<file path="src/rtl/recapture_align_if.sv">
// Bundle of the recapture/deskew data path and training control signals.
// The master side drives raw lanes and training requests, the slave side
// (the aligner) returns deskewed lanes, programmed skews and status.
interface recapture_align_if #(
   parameter int WIDTH    = 8,
   parameter int CHANNELS = 4,
   parameter int MAX_SKEW = 3
) ();
   localparam int SKEW_W = (MAX_SKEW > 0) ? $clog2(MAX_SKEW + 1) : 1;

   logic [CHANNELS*WIDTH-1:0]  din;
   logic                       din_valid;
   logic                       train_start;
   logic [CHANNELS*WIDTH-1:0]  dout;
   logic                       dout_valid;
   logic [CHANNELS*SKEW_W-1:0] skew;
   logic                       train_busy;
   logic                       aligned;
   logic                       train_fail;

   modport master (
      output din, din_valid, train_start,
      input  dout, dout_valid, skew, train_busy, aligned, train_fail
   );

   modport slave (
      input  din, din_valid, train_start,
      output dout, dout_valid, skew, train_busy, aligned, train_fail
   );
endinterface

</file>
<file path="src/rtl/recapture_align.sv">
// Multi-lane recapture pipeline with per-lane programmable deskew.
// Each lane passes STAGES fixed registers (first one IOB-packable), then a
// tapped delay line of MAX_SKEW registers; the tap is chosen by the lane's
// skew. A training FSM measures marker arrival spread across lanes, programs
// skews so the latest lane gets zero, then verifies LOCK_COUNT aligned markers.
// MAX_SKEW must be at least 1.
module recapture_align #(
   parameter int               WIDTH         = 8,
   parameter int               CHANNELS      = 4,
   parameter int               STAGES        = 2,
   parameter int               MAX_SKEW      = 3,
   parameter logic [WIDTH-1:0] TRAIN_PATTERN = 8'hA5,
   parameter int               LOCK_COUNT    = 16,
   parameter int               TIMEOUT       = 1024
) (
   input  logic            clk,
   input  logic            reset,
   recapture_align_if.slave bus
);
   localparam int SKEW_W  = (MAX_SKEW > 0) ? $clog2(MAX_SKEW + 1) : 1;
   localparam int T_W     = SKEW_W + 1;
   localparam int TIMER_W = $clog2(TIMEOUT + 1);
   localparam int MATCH_W = $clog2(LOCK_COUNT + 1);
   localparam int FLUSH   = STAGES + MAX_SKEW;
   localparam int FLUSH_W = $clog2(FLUSH + 1);

   localparam logic [T_W-1:0]     T_LIMIT    = T_W'(MAX_SKEW);
   localparam logic [TIMER_W-1:0] TIMER_LAST = TIMER_W'(TIMEOUT - 1);
   localparam logic [MATCH_W-1:0] MATCH_LAST = MATCH_W'(LOCK_COUNT - 1);
   localparam logic [FLUSH_W-1:0] FLUSH_LAST = FLUSH_W'(FLUSH);

   typedef enum logic [2:0] {
      ST_IDLE, ST_SEARCH, ST_VERIFY, ST_DONE, ST_FAIL
   } state_t;

   // Valid is identical for all lanes, so one shared pipeline and one shared
   // history line carry it; each lane picks the tap matching its data tap.
   logic [STAGES-1:0]   pv_q, pv_d;
   logic [MAX_SKEW-1:0] vh_q, vh_d;

   logic [CHANNELS*SKEW_W-1:0] skew_q, skew_d;
   logic [CHANNELS-1:0]        hit;
   logic [CHANNELS-1:0]        out_vld;
   logic [CHANNELS-1:0]        out_pat;

   // Shared valid pipeline and valid history shift
   always_comb begin
      pv_d    = pv_q;
      vh_d    = vh_q;
      pv_d[0] = bus.din_valid;
      for (int j = 1; j < STAGES; j++) pv_d[j] = pv_q[j-1];
      vh_d[0] = pv_q[STAGES-1];
      for (int j = 1; j < MAX_SKEW; j++) vh_d[j] = vh_q[j-1];
   end

   // Valid registers shift every clock
   always_ff @(posedge clk) begin
      if (reset) begin
         pv_q <= '0;
         vh_q <= '0;
      end else begin
         pv_q <= pv_d;
         vh_q <= vh_d;
      end
   end

   genvar gi;
   generate
      for (gi = 0; gi < CHANNELS; gi++) begin : g_lane
         logic [WIDTH-1:0]  pipe_q [STAGES];
         logic [WIDTH-1:0]  pipe_d [STAGES];
         logic [WIDTH-1:0]  hist_q [MAX_SKEW];
         logic [WIDTH-1:0]  hist_d [MAX_SKEW];
         logic [SKEW_W-1:0] lane_skew;
         logic [WIDTH-1:0]  lane_out;
         logic              lane_vld;

         // Fixed stages feed the deskew history line
         always_comb begin
            pipe_d    = pipe_q;
            hist_d    = hist_q;
            pipe_d[0] = bus.din[gi*WIDTH +: WIDTH];
            for (int j = 1; j < STAGES; j++) pipe_d[j] = pipe_q[j-1];
            hist_d[0] = pipe_q[STAGES-1];
            for (int j = 1; j < MAX_SKEW; j++) hist_d[j] = hist_q[j-1];
         end

         // Lane data registers shift every clock regardless of valid
         always_ff @(posedge clk) begin
            if (reset) begin
               for (int j = 0; j < STAGES; j++) pipe_q[j] <= '0;
               for (int j = 0; j < MAX_SKEW; j++) hist_q[j] <= '0;
            end else begin
               pipe_q <= pipe_d;
               hist_q <= hist_d;
            end
         end

         assign lane_skew = skew_q[gi*SKEW_W +: SKEW_W];

         // Tap select: skew 0 is the stage output, skew j is j cycles later
         always_comb begin
            lane_out = pipe_q[STAGES-1];
            lane_vld = pv_q[STAGES-1];
            for (int j = 1; j <= MAX_SKEW; j++) begin
               if (lane_skew == SKEW_W'(j)) begin
                  lane_out = hist_q[j-1];
                  lane_vld = vh_q[j-1];
               end
            end
         end

         assign hit[gi]     = pv_q[STAGES-1] && (pipe_q[STAGES-1] == TRAIN_PATTERN);
         assign out_vld[gi] = lane_vld;
         assign out_pat[gi] = (lane_out == TRAIN_PATTERN);
         assign bus.dout[gi*WIDTH +: WIDTH] = lane_out;
      end
   endgenerate

   // Training state
   state_t                           state_q, state_d;
   logic [CHANNELS-1:0]              seen_q, seen_d;
   logic [CHANNELS-1:0][SKEW_W-1:0]  arr_q, arr_d;
   logic [T_W-1:0]                   t_q, t_d;
   logic                             t_run_q, t_run_d;
   logic [TIMER_W-1:0]               timer_q, timer_d;
   logic [MATCH_W-1:0]               match_q, match_d;
   logic [FLUSH_W-1:0]               flush_q, flush_d;

   logic [T_W-1:0]      cur_t;
   logic [CHANNELS-1:0] new_seen;
   logic [SKEW_W-1:0]   arr_max;
   logic                marker_ev;
   logic                marker_ok;

   assign marker_ev = |(out_vld & out_pat);
   assign marker_ok = &(out_vld & out_pat);

   // Next-state logic for SEARCH/VERIFY and skew programming
   always_comb begin
      state_d  = state_q;
      seen_d   = seen_q;
      arr_d    = arr_q;
      t_d      = t_q;
      t_run_d  = t_run_q;
      timer_d  = timer_q;
      match_d  = match_q;
      flush_d  = flush_q;
      skew_d   = skew_q;
      cur_t    = t_run_q ? t_q : '0;
      new_seen = seen_q | hit;
      arr_max  = '0;

      case (state_q)
         ST_SEARCH: begin
            // Arrival window exceeded with a lane still missing, or no
            // complete set of markers within the timeout
            if ((t_run_q && (t_q > T_LIMIT)) || (timer_q == TIMER_LAST)) begin
               state_d = ST_FAIL;
            end else begin
               timer_d = timer_q + 1'b1;
               for (int i = 0; i < CHANNELS; i++) begin
                  if (hit[i] && !seen_q[i]) arr_d[i] = cur_t[SKEW_W-1:0];
               end
               seen_d = new_seen;
               if (t_run_q || (|hit)) begin
                  t_run_d = 1'b1;
                  t_d     = cur_t + 1'b1;
               end
               if (&new_seen) begin
                  for (int i = 0; i < CHANNELS; i++) begin
                     if (arr_d[i] > arr_max) arr_max = arr_d[i];
                  end
                  for (int i = 0; i < CHANNELS; i++) begin
                     skew_d[i*SKEW_W +: SKEW_W] = arr_max - arr_d[i];
                  end
                  state_d = ST_VERIFY;
                  timer_d = '0;
                  match_d = '0;
                  flush_d = '0;
               end
            end
         end
         ST_VERIFY: begin
            timer_d = timer_q + 1'b1;
            if (flush_q != FLUSH_LAST) begin
               // Delay lines still hold data from before the new skews
               flush_d = flush_q + 1'b1;
               if (timer_q == TIMER_LAST) state_d = ST_FAIL;
            end else if (marker_ev) begin
               timer_d = '0;
               if (!marker_ok) begin
                  state_d = ST_FAIL;
               end else if (match_q == MATCH_LAST) begin
                  state_d = ST_DONE;
               end else begin
                  match_d = match_q + 1'b1;
               end
            end else if (timer_q == TIMER_LAST) begin
               state_d = ST_FAIL;
            end
         end
         default: ;
      endcase

      // A training request restarts from any state; skews are kept until
      // the new search completes
      if (bus.train_start) begin
         state_d = ST_SEARCH;
         seen_d  = '0;
         arr_d   = '0;
         t_d     = '0;
         t_run_d = 1'b0;
         timer_d = '0;
         match_d = '0;
         flush_d = '0;
      end
   end

   // Training registers
   always_ff @(posedge clk) begin
      if (reset) begin
         state_q <= ST_IDLE;
         seen_q  <= '0;
         arr_q   <= '0;
         t_q     <= '0;
         t_run_q <= 1'b0;
         timer_q <= '0;
         match_q <= '0;
         flush_q <= '0;
         skew_q  <= '0;
      end else begin
         state_q <= state_d;
         seen_q  <= seen_d;
         arr_q   <= arr_d;
         t_q     <= t_d;
         t_run_q <= t_run_d;
         timer_q <= timer_d;
         match_q <= match_d;
         flush_q <= flush_d;
         skew_q  <= skew_d;
      end
   end

   assign bus.dout_valid = pv_q[STAGES-1];
   assign bus.skew       = skew_q;
   assign bus.train_busy = (state_q == ST_SEARCH) || (state_q == ST_VERIFY);
   assign bus.aligned    = (state_q == ST_DONE);
   assign bus.train_fail = (state_q == ST_FAIL);
endmodule
</file>
<file path="src/flat_wrapper.sv">
// flat-port wrapper written by rule: the top's interface ports become plain ports
module recapture_align_flat 
#(
   parameter int               WIDTH         = 8,
   parameter int               CHANNELS      = 4,
   parameter int               STAGES        = 2,
   parameter int               MAX_SKEW      = 3,
   parameter logic [WIDTH-1:0] TRAIN_PATTERN = 8'hA5,
   parameter int               LOCK_COUNT    = 16,
   parameter int               TIMEOUT       = 1024
)
  (clk, reset, bus_din, bus_din_valid, bus_train_start, bus_dout, bus_dout_valid, bus_skew, bus_train_busy, bus_aligned, bus_train_fail);
  recapture_align_if #(.WIDTH(WIDTH), .CHANNELS(CHANNELS), .MAX_SKEW(MAX_SKEW)) bus_i ();
  input  logic clk;
  input  logic reset;
  input wire logic [$bits(bus_i.din)-1:0] bus_din;
  input wire logic [$bits(bus_i.din_valid)-1:0] bus_din_valid;
  input wire logic [$bits(bus_i.train_start)-1:0] bus_train_start;
  output wire logic [$bits(bus_i.dout)-1:0] bus_dout;
  output wire logic [$bits(bus_i.dout_valid)-1:0] bus_dout_valid;
  output wire logic [$bits(bus_i.skew)-1:0] bus_skew;
  output wire logic [$bits(bus_i.train_busy)-1:0] bus_train_busy;
  output wire logic [$bits(bus_i.aligned)-1:0] bus_aligned;
  output wire logic [$bits(bus_i.train_fail)-1:0] bus_train_fail;
  assign bus_i.din = bus_din;
  assign bus_i.din_valid = bus_din_valid;
  assign bus_i.train_start = bus_train_start;
  assign bus_dout = bus_i.dout;
  assign bus_dout_valid = bus_i.dout_valid;
  assign bus_skew = bus_i.skew;
  assign bus_train_busy = bus_i.train_busy;
  assign bus_aligned = bus_i.aligned;
  assign bus_train_fail = bus_i.train_fail;
  recapture_align #(.WIDTH(WIDTH), .CHANNELS(CHANNELS), .STAGES(STAGES), .MAX_SKEW(MAX_SKEW), .TRAIN_PATTERN(TRAIN_PATTERN), .LOCK_COUNT(LOCK_COUNT), .TIMEOUT(TIMEOUT)) u_core (.clk(clk), .reset(reset), .bus(bus_i));
endmodule
</file>
<file path="config.mk">
export PLATFORM = sky130hd
export DESIGN_NAME = recapture_align_flat
export DESIGN_NICKNAME = d
export VERILOG_FILES = /design/src/rtl/recapture_align_if.sv /design/src/rtl/recapture_align.sv /design/src/flat_wrapper.sv
export SDC_FILE = /design/constraint.sdc
export NUM_CORES = 1
export LEC_CHECK = 0
export BUFFER_PORTS_ARGS = -buffer_cell sky130_fd_sc_hd__buf_2
export CAP_MARGIN = 20
export CELL_PAD_IN_SITES_DETAIL_PLACEMENT = 1
export CELL_PAD_IN_SITES_GLOBAL_PLACEMENT = 1
export CORE_UTILIZATION = 47
export DETAILED_ROUTE_END_ITERATION = 8
export PLACE_DENSITY = 0.81
export SETUP_SLACK_MARGIN = 0.1
export SLEW_MARGIN = 20
export SYNTH_ARGS = -nofsm -noshare
export SYNTH_HDL_FRONTEND = slang
export SYNTH_SLANG_ARGS = --single-unit
</file>
<file path="constraint.sdc">
create_clock -name clk -period 6.54 [get_ports clk]
set_input_delay 0.327 -clock clk [delete_from_list [all_inputs] [get_ports clk]]
set_output_delay 0.327 -clock clk [all_outputs]
set_load 0.01 [all_outputs]
</file>
==> reports/qor.yml <==
run_status:
  status: "complete, no violations"
yosys:
  ys_async_sr_fraction_pct: 0
  ys_ff_latch: 211
  synth_top_family_by_area: "simple AND/OR/NAND/NOR gates"
  synth_edf_count: 0
  yosysMostFrequentCell: "dfxtp_1"
  synthTopCellsByArea: "dfxtp_1 50%, nor2b_1 12%, mux4_2 7.0%"
  syn-instance-count: 755
  synth_ff_type: "dfxtp_1"
  ys_types: 78
  muxShareOfSynthArea_pct: 11.18
  synth_top_area_share_pct: 50.34
  synth_xor_xnor_area_share_pct: 0.3131
  syn_nets: 807
  netlist_area_um2: 8392
  synth.avg_cell_area_um2: 11.11
  synth_area_leader_cell: "dfxtp_1"
  ys_warn_count: 0
  ys_seq_area_share_pct: 50.34
  synth_compound_area_share_pct: 7.589
  synth_fa_ha_area_share_pct: 2.386
  synthTopCellsByCount: "211 x dfxtp_1, 167 x nor2b_1, 33 x nor2_1"
  synth_simple_gate_area_share_pct: 24.97
clocking:
  cts_root_buf: "clkbuf_16"
  cts_htree_levels: 1
  clk_path_buf_depth: 3
  insertion_delay_ns: 0.51
  clock-sinks: 211
  post_cts_resized: 0
  clkTransAtPathRegs_ns: 0.06
  hold_buffers: 0
  cts_tree: "yes"
  cts_made_buffers: 23
  post_cts_buffers: 0
final_layout:
  syn2layout_area_growth_pct: 15.43
  insertedDiodeCount: 0
  fin_nets: 874
  drive_gt1_share_pct: 20.22
  design_area_um2: 9687
  fin_util_pct: 55.81
critical_path:
  crit_fanout: 13
  critPathArrivalTime_ns: 6.10
  crit_type: "flip-flop to flip-flop"
  cp.required_ns: 6.98
  worstSetupStartpoint: "u_core.pv_q[1]"
  ff2ff_setup_slack_ns: 0.88
  crit_end: "u_core.bus.skew[5]"
  reg2reg_from: "u_core.pv_q[1]"
  r2r-end: "u_core.bus.skew[5]"
  startpoint_type: "flip-flop"
  end_kind: "flip-flop"
  reg2regPathDepth: 21
route:
  final_antenna_net_count: 0
  vias_per_cell: 5.541
  avgRoutedWirePerCell_um: 19.03
  drt_first_pass_iters: 4
  drcViolationCount: 0
  drt-initial-drc-count: 194
  finalWirelength_mm: 20.20
  vias: 5879
power_and_ir_drop:
  peakVddDrop_uv: 182.6
  pwr-share-comb_pct: 6.5
  pwr-share-seq_pct: 46.6
  pwr-share-clk_pct: 46.9
  sw_frac_of_total_pct: 22.35
  p_leak_uw: 0.003840
  power.density_nw_per_um2: 296.5
  internal_power_uw: 2230
  switchingPower_uw: 641.9
  total_power_uw: 2872
timing:
  setup_viol: 0
  clock_skew_ns: 0.008245
  fin_crit_ns: 5.664
  setup-tns-final_ns: 0
  tightestPinTransition_ns: 0.9995
  rsz0062_at_grt: "false"
  hold_viol: 0
  slew_headroom_pct: 32.50
  fmax_mhz: 176.5
  min_period_over_period_pct: 86.61
  finalMaxSlewViolations: 0
floorplanning:
  ioPinCount: 80
  dieArea_um2: 18390
  rows: 48
  dieWidth_um: 135.6
  die_y_um: 135.6
  initial_core_util_pct: 48.35
  placeableCoreArea_um2: 17360
placed_design:
  dp_hpwl_mm: 13.62
  portBuffers: 79
  place.gp.congestion: 0.9156
  dpl_cell_area_um2: 8890
grt:
  grt_pass1_vias: 6252
  grt_usage_pct: 22.13
  antenna_found_initial: 0
  grt_max_degree: 93
  grt_pass1_wl_mm: 31.98
  overflow: 0
job:
  cap_violations: 0
hold_path:
  min_path_type: "input pin to flip-flop"
==> how the worst min path moves through the flow <==
stage	from	endpoint	slack [ns]	depth (start not counted)
finish	bus_din[13]	u_core.g_lane[1].pipe_d[5]	0.03	2
global route	bus_din[17]	u_core.g_lane[2].pipe_d[1]	0.02	2
CTS	bus_din[17]	u_core.g_lane[2].pipe_d[1]	0.02	2
detailed placement	u_core.g_lane[1].pipe_d[6]	u_core.g_lane[1].hist_d[22]	0.43	1
global placement	u_core.g_lane[2].pipe_d[1]	u_core.g_lane[2].hist_d[17]	0.42	1
floorplan	u_core.g_lane[0].pipe_d[0]	u_core.g_lane[0].hist_d[16]	0.41	1
==> power groups by stage <==
stage | clock, uW | combinational (uW) | sequential [uW]
after detailed placement | 0 | 182 | 1370
after global placement | 0 | 171 | 1360
after floorplan | 0 | 133 | 1360
after CTS | 1370 | 185 | 1340
final | 1350 | 188 | 1340
after global routing | 1430 | 205 | 1340
==> critical path, cell delays in order (launching register included) <==
cell,delay [ns]
dfxtp_1,0.61
nand3b_1,0.17
nor4_2,0.31
mux2i_1,0.43
ha_1,0.27
nand4b_1,0.11
o41ai_1,0.43
a31o_2,0.19
o2111a_1,0.25
ha_1,0.17
nor2_1,0.04
o21ai_0,0.27
inv_1,0.15
o21a_1,0.27
ha_1,0.21
nor2b_1,0.12
a2bb2oi_1,0.38
nor2_1,0.10
a22oi_1,0.22
o31ai_2,0.24
or4b_1,0.57
nand3_1,0.11
==> through the flow <==
stage	hold slack, ns	setup slack, ns	std cells
global route	0.01778	0.4913	1061
floorplan	0.4138	2.009	755
detailed placement	0.4253	1.150	1022
finish	0.02858	0.8757	1061
global placement	0.4194	1.536	1022
CTS	0.01601	0.9227	1061
==> routing by layer <==
layer,global-route usage [%],vias up,part of all wire (%)
li1,-,2812,-
met1,26.34,2914,42
met2,40.42,119,52
met3,3.816,34,4.1
met4,6.429,0,2.0
met5,0,-,0
==> cell families after synthesis <==
| family | after synthesis |
|---|---|
| simple gates | 338 |
| fa+ha+maj | 16 |
| mux | 45 |
| compound gates | 85 |
| xor+xnor | 3 |
| flops | 211 |
| buf+inv | 57 |
==> placed cells by master, fill, tap and decap left out, types with 16 or more instances in the layout <==
master,count
nand3_1,24
buf_2,78
clkbuf_16,23
ha_1,16
mux4_2,26
nand2_1,27
inv_1,17
nor2b_1,167
nor2_1,33
dfxtp_1,211
==> flip-flops by register name (all words and copies together) (netlist names) <==
| signal | count |
|---|---|
| u_core.g_lane.pipe_d | 32 |
| u_core.bus.skew | 8 |
| u_core.t_q | 3 |
| u_core.seen_q | 4 |
| u_core.arr_q | 8 |
| u_core.g_lane.hist_d | 96 |
| u_core.timer_q | 11 |
| u_core.state_q | 3 |
| u_core.t_run_q | 1 |
| u_core.flush_q | 3 |
| u_core.match_q | 5 |
| u_core.pv_q | 2 |
| u_core.vh_q | 3 |
| u_core.g_lane.hist_q | 32 |
==> cell type report <==
class,count,area [um2]
clock inverter,11,167.7
clock buffer,28,624.3
timing repair buffer,81,412.9
multi-input combinational,487,3909
inverter,18,67.56
sequential,211,4224
fill,1833,7670
tap,225,281.5
Power figures use the tool's default switching activity.
